### src/rtl/frame_painter.sv
// Frame painter: clears the VGA frame buffer, handshakes with the snake stream, paints its pixels.
// Optional FRAME_PAINTER_OFFSCREEN_EN adds a sticky `offscreen` flag for out-of-range pixels.
module frame_painter #(
    parameter int          WIDTH      = 640,
    parameter int          HEIGHT     = 480,
    parameter logic [2:0]  BG_COLOR   = 3'b000,
    parameter logic [2:0]  FG_COLOR   = 3'b010,
    parameter int          MAX_PIXELS = 3200
) (
    input  logic       draw_clk,
    input  logic       reset,
    input  logic       frame_tick,
    input  logic [9:0] rx,
    input  logic [8:0] ry,
    input  logic       write_done,
    output logic       cleared,
    output logic [9:0] vga_x,
    output logic [8:0] vga_y,
    output logic [2:0] vga_color,
    output logic       vga_write,
    output logic       busy,
    output logic       frame_done,
    output logic       overrun,
    output logic       timeout
`ifdef FRAME_PAINTER_OFFSCREEN_EN
    ,
    output logic       offscreen
`endif
);

    // state  | meaning
    // IDLE   | waiting for frame_tick or a pended request
    // CLEAR  | raster sweep writing BG_COLOR, one pixel per cycle
    // NOTIFY | cleared pulse to the snake, no write
    // SETTLE | snake restarting, rx/ry not yet valid
    // PAINT  | writing streamed pixels until write_done or watchdog
    // DONE   | frame_done pulse, back to IDLE
    typedef enum logic [2:0] {
        IDLE   = 3'd0,
        CLEAR  = 3'd1,
        NOTIFY = 3'd2,
        SETTLE = 3'd3,
        PAINT  = 3'd4,
        DONE   = 3'd5
    } state_t;

    localparam int              WD_W   = $clog2(MAX_PIXELS + 1);
    localparam logic [9:0]      X_LAST = 10'(WIDTH - 1);
    localparam logic [8:0]      Y_LAST = 9'(HEIGHT - 1);
    localparam logic [10:0]     X_LIM  = 11'(WIDTH);
    localparam logic [9:0]      Y_LIM  = 10'(HEIGHT);
    localparam logic [WD_W-1:0] WD_TC  = WD_W'(MAX_PIXELS);

    state_t          state, state_nxt;
    logic            pending, pending_nxt;
    logic [WD_W-1:0] wd_cnt, wd_nxt;

    logic       cleared_nxt;
    logic [9:0] x_nxt;
    logic [8:0] y_nxt;
    logic [2:0] color_nxt;
    logic       write_nxt;
    logic       busy_nxt;
    logic       frame_done_nxt;
    logic       overrun_nxt;
    logic       timeout_nxt;
    logic       in_range;
`ifdef FRAME_PAINTER_OFFSCREEN_EN
    logic       offscreen_nxt;
`endif

    // Unsigned compare: negative snake coordinates arrive wrapped and land out of range.
    assign in_range = ({1'b0, rx} < X_LIM) && ({1'b0, ry} < Y_LIM);

    always_comb begin
        state_nxt      = state;
        pending_nxt    = pending;
        wd_nxt         = wd_cnt;
        cleared_nxt    = 1'b0;
        x_nxt          = vga_x;
        y_nxt          = vga_y;
        color_nxt      = vga_color;
        write_nxt      = 1'b0;
        frame_done_nxt = 1'b0;
        overrun_nxt    = 1'b0;
        timeout_nxt    = timeout;
`ifdef FRAME_PAINTER_OFFSCREEN_EN
        offscreen_nxt  = offscreen;
`endif

        if (busy && frame_tick) begin
            if (pending) begin
                overrun_nxt = 1'b1;
            end else begin
                pending_nxt = 1'b1;
            end
        end

        case (state)
            IDLE: begin
                if (frame_tick || pending) begin
                    // first clear write (0,0) goes out on the same edge as the exit
                    state_nxt   = CLEAR;
                    pending_nxt = 1'b0;
                    timeout_nxt = 1'b0;
`ifdef FRAME_PAINTER_OFFSCREEN_EN
                    offscreen_nxt = 1'b0;
`endif
                    x_nxt       = 10'd0;
                    y_nxt       = 9'd0;
                    color_nxt   = BG_COLOR;
                    write_nxt   = 1'b1;
                end
            end
            CLEAR: begin
                // vga_x/vga_y double as the sweep counters
                if ((vga_x == X_LAST) && (vga_y == Y_LAST)) begin
                    state_nxt   = NOTIFY;
                    cleared_nxt = 1'b1;
                end else if (vga_x == X_LAST) begin
                    x_nxt     = 10'd0;
                    y_nxt     = vga_y + 9'd1;
                    color_nxt = BG_COLOR;
                    write_nxt = 1'b1;
                end else begin
                    x_nxt     = vga_x + 10'd1;
                    color_nxt = BG_COLOR;
                    write_nxt = 1'b1;
                end
            end
            NOTIFY: begin
                state_nxt = SETTLE;
            end
            SETTLE: begin
                state_nxt = PAINT;
                wd_nxt    = WD_TC;
            end
            PAINT: begin
                if (write_done) begin
                    state_nxt      = DONE;
                    frame_done_nxt = 1'b1;
                end else if (wd_cnt == '0) begin
                    state_nxt      = DONE;
                    frame_done_nxt = 1'b1;
                    timeout_nxt    = 1'b1;
                end else begin
                    x_nxt     = rx;
                    y_nxt     = ry;
                    color_nxt = FG_COLOR;
                    write_nxt = in_range;
                    wd_nxt    = wd_cnt - WD_W'(1);
`ifdef FRAME_PAINTER_OFFSCREEN_EN
                    if (!in_range) begin
                        offscreen_nxt = 1'b1;
                    end
`endif
                end
            end
            DONE: begin
                state_nxt = IDLE;
            end
            default: begin
                state_nxt = IDLE;
            end
        endcase

        busy_nxt = (state_nxt != IDLE);
    end

    always_ff @(posedge draw_clk or negedge reset) begin
        if (!reset) begin
            state      <= IDLE;
            pending    <= 1'b0;
            wd_cnt     <= '0;
            cleared    <= 1'b0;
            vga_x      <= 10'd0;
            vga_y      <= 9'd0;
            vga_color  <= 3'd0;
            vga_write  <= 1'b0;
            busy       <= 1'b0;
            frame_done <= 1'b0;
            overrun    <= 1'b0;
            timeout    <= 1'b0;
`ifdef FRAME_PAINTER_OFFSCREEN_EN
            offscreen  <= 1'b0;
`endif
        end else begin
            state      <= state_nxt;
            pending    <= pending_nxt;
            wd_cnt     <= wd_nxt;
            cleared    <= cleared_nxt;
            vga_x      <= x_nxt;
            vga_y      <= y_nxt;
            vga_color  <= color_nxt;
            vga_write  <= write_nxt;
            busy       <= busy_nxt;
            frame_done <= frame_done_nxt;
            overrun    <= overrun_nxt;
            timeout    <= timeout_nxt;
`ifdef FRAME_PAINTER_OFFSCREEN_EN
            offscreen  <= offscreen_nxt;
`endif
        end
    end

endmodule
### config.mk
export PLATFORM = sky130hd
export DESIGN_NAME = frame_painter
export DESIGN_NICKNAME = d
export VERILOG_FILES = /design/src/rtl/frame_painter.sv
export SDC_FILE = /design/constraint.sdc
export NUM_CORES = 1
export LEC_CHECK = 0
export ABC_AREA = 1
export BUFFER_PORTS_ARGS = -buffer_cell sky130_fd_sc_hd__buf_2
export CAP_MARGIN = 15
export CORE_ASPECT_RATIO = 0.75
export CORE_MARGIN = 5
export CORE_UTILIZATION = 50
export DETAILED_ROUTE_END_ITERATION = 10
export GPL_ROUTABILITY_DRIVEN = 0
export HOLD_SLACK_MARGIN = 0.15
export PLACE_DENSITY = 0.76
export SLEW_MARGIN = 10
export SYNTH_ARGS = -nofsm -noshare
export SYNTH_HDL_FRONTEND = slang
export SYNTH_SLANG_ARGS = --single-unit
### constraint.sdc
create_clock -name draw_clk -period 1.6 [get_ports draw_clk]
set_input_delay 0.16 -clock draw_clk [delete_from_list [all_inputs] [get_ports draw_clk]]
set_output_delay 0.16 -clock draw_clk [all_outputs]
set_load 0.01 [all_outputs]
==> run_results.csv <==
group,metric,value,unit
sta,period_share,102,%
pwr,p_int,1.56,mW
grt,antenna_found_initial,0,
status,violations,"setup timing",
sta,fin_ws,-0.0244,ns
yosys,syn_area_per_cell,7.20,um^2
clocking,cts_max_level,2,
worst_setup_path,critPathMaxStageDelay,0.40,ns
final_layout,drive_above_1_share,35.3,%
detailed_routing,num_vias,2833,
clocking,numCtsBuffers,5,
pwr,switching_share,21.4,%
final_layout,final_cell_mix,"nand2_1, buf_2, buf_4, dfrtp_1, nor2_1",
yosys,synth_ff_type,"dfrtp_1",
sta,final_max_slew_viol_count,0,
yosys,yosysUniqueCellTypes,33,
final_layout,layoutNonFillerInstCount,545,
worst_setup_path,timing.rr.start,"vga_y[0]$_DFFE_PN0P_",
floorplan,fp.dieW,94.3,um
placed_design,place_ws,-0.0263,ns
min_path,min_path_type,"in2reg",
sta,timing.fmax,0.616,GHz
yosys,yosysSeqAreaShare,39.5,%
final_layout,syn_to_final_growth,37.2,%
pwr,leakagePower,1.91,nW
floorplan,pin_count,51,
sta,hold_ws,0.163,ns
yosys,synthCells,370,
pwr,clkPwrFrac,43.0,%
grt,overflow,0,
final_layout,final_common_cell,"nand2_1",
worst_setup_path,crit_slowest_cell,"dfrtp_1",
pwr,p_seq_share,53.5,%
status,status,"finished, violations left",
grt,grt_pass1_vias,2614,
yosys,ys_seq_elements,42,
sta,relSlewSlack,65.9,%
pwr,power.density,542,mW/mm^2
detailed_routing,postRouteAntennaNets,0,
worst_setup_path,r2r_slack,-0.02,ns
placed_design,dpl.hpwl,5.40,mm
pwr,ir_worst_vdd,0.000397,V
detailed_routing,firstDrtPassIters,5,
placed_design,io_buffers,48,
floorplan,start_util,50.6,%
final_layout,fillerInstances,429,
worst_setup_path,crit_chain,"ha_2 -> nand2_2 -> nor2_4 -> buf_4 -> buf_4 -> nand2_1 -> nor2_1 -> o21ai_1 -> nand3_4 -> nand2_2",
worst_setup_path,critPathKind,"reg2reg",
detailed_routing,wl,7.58,mm
yosys,synth_edf_count,0,
yosys,yosysWarnings,0,
worst_setup_path,timing.rr.end,"vga_y[6]$_DFFE_PN0P_",
placed_design,place_inst,526,
grt,grt_max_degree,25,
grt,grt_pass1_wl,11.9,mm
clocking,cts_root_buf,"clkbuf_8",
sta,hold_viol,0,
sta,setup-tns-final,-0.0244,ns
yosys,async_reset_ff_share,100,%
pwr,combPwrFrac,3.4,%
floorplan,rows,23,
clocking,cts_tree,"done",
yosys,syn-cell-area,0.00266,mm^2
detailed_routing,drt_first_iter_violations,187,
final_layout,antenna_cells,0,
clocking,numClockSinks,42,
worst_setup_path,crit_arrival,1.87,ns
floorplan,die_area,0.00690,mm^2
min_path,worstHoldStart,"rx[1]",
clocking,clock_latency,0.30,ns
sta,setup_viol,1,
detailed_routing,wire_per_inst,13.9,um
sta,min_period,1.62,ns
worst_setup_path,worst-path-max-fanout,2,
worst_setup_path,cp-start-kind,"flop",
min_path,whs_endpoint,"vga_x[1]$_DFFE_PN0P_",
detailed_routing,avgViaCountPerCell,5.20,
worst_setup_path,end_kind,"flop",
worst_setup_path,reg2regPathDepth,10,
detailed_routing,drcViolationCount,0,
floorplan,core_area,0.00527,mm^2
sta,rsz0062_at_grt,"true",
sta,skew,0.0115,ns
flow_run,timing.max_cap.violations,0,
clocking,clk_pin_slew,0.09,ns
min_path,hold_path_depth,5,
floorplan,die_h,73.2,um
final_layout,fin_nets,495,
grt,grtUsageTotal,21.9,%
clocking,cts_buffer_depth,2,
pwr,power.switching,0.425,mW
worst_setup_path,required,1.85,ns
sta,max_slew.worst_pin.slew,0.512,ns
[metrics by stage]
| step | area, um^2 | utilization (%) | power (mW) |
|---|---|---|---|
| finish | 3660 | 69.4 | 1.98 |
| global route | 3660 | 69.4 | 2.03 |
| CTS | 3470 | 65.9 | 1.99 |
| detailed placement | 3310 | 62.9 | 1.15 |
| global placement | 3310 | 62.9 | 1.15 |
| floorplan | 2690 | - | 1.09 |
[area by class of cell]
cell class | count | area [um^2] | share of cell area, %
Timing Repair Buffer | 99 | 682 | 18.7
Tap cell | 75 | 93.8 | 2.57
Sequential cell | 42 | 1050 | 28.8
Clock buffer | 7 | 76.3 | 2.09
Inverter | 35 | 136 | 3.73
Multi-Input combinational cell | 286 | 1590 | 43.4
Clock inverter | 1 | 30.0 | 0.821
[cells in the mapped netlist (all sizes together), types with 3 or more instances]
master	n	area [um^2]
ha	3	37.5
nand3	38	250
nand2	142	556
nor3	3	26.3
buf	9	68.8
nand4	4	25.0
nor2	41	183
o21ai	30	161
xor2	8	70.1
inv	35	134
dfrtp	42	1050
a21oi	4	20.0
[cells by family after synthesis]
group                    after synthesis  share of synthesized area (%)
adder cells (fa/ha/maj)                3                           1.41
AO/OA/AOI/OAI                         39                           8.36
XOR/XNOR                              10                           3.29
buffers and inverters                 44                           7.61
AND/OR/NAND/NOR                      231                           39.7
other                                  1                          0.141
flip-flops                            42                           39.5
[critical path: cells and delay by family, from the launching register on]
family                   cells  cell delay, ns
AND/OR/NAND/NOR              6            0.46
flip-flops                   1            0.40
AO/OA/AOI/OAI                1            0.28
buffers and inverters        2            0.25
adder cells (fa/ha/maj)      1            0.19
[state kept, by name (all words and copies together) (netlist names)]
register and flops:
vga_y 9, state 3, wd_cnt 12, busy 1, frame_done 1, vga_write 1, overrun 1, vga_color 1
timeout 1, pending 1, vga_x 10, cleared 1
[what timing repair did]
| action | CTS | global route |
|---|---|---|
| endpoints found under the setup margin | 14 | 36 |
| resized for setup | 5 | 38 |
| endpoints found under the hold margin | 21 | 0 |
| pin swaps | 2 | 10 |
| gates cloned | 0 | 1 |
| hold buffers | 2 | 0 |
| setup buffers | 3 | 5 |
[per-layer routing]
metal	wire length [um]	global-route usage, %	vias to the layer above
met5	0	0	-
met4	59	6.09	0
met3	559	4.12	10
met2	3570	34.6	140
met1	3390	30.8	1310
li1	-	-	1373
[how the worst max path moves through the flow]
stage	cells past startpoint	start	to
after detailed placement	9	vga_y[0]$_DFFE_PN0P_	busy$_DFF_PN0_
after global routing	11	vga_y[0]$_DFFE_PN0P_	vga_y[6]$_DFFE_PN0P_
final	10	vga_y[0]$_DFFE_PN0P_	vga_y[6]$_DFFE_PN0P_
after CTS	9	vga_x[1]$_DFFE_PN0P_	vga_y[0]$_DFFE_PN0P_
after floorplan	9	vga_y[0]$_DFFE_PN0P_	vga_x[6]$_DFFE_PN0P_
after global placement	10	wd_cnt[1]$_DFFE_PN0P_	vga_x[0]$_DFFE_PN0P_
[power groups by stage]
stage	Combinational [mW]	Sequential [mW]	Clock, mW
after CTS	0.0699	1.06	0.857
after floorplan	0.00871	1.08	0
after global placement	0.0645	1.08	0
after detailed placement	0.0662	1.08	0
after global routing	0.0763	1.06	0.893
final	0.0679	1.06	0.853
Power figures use the tool's default switching activity.
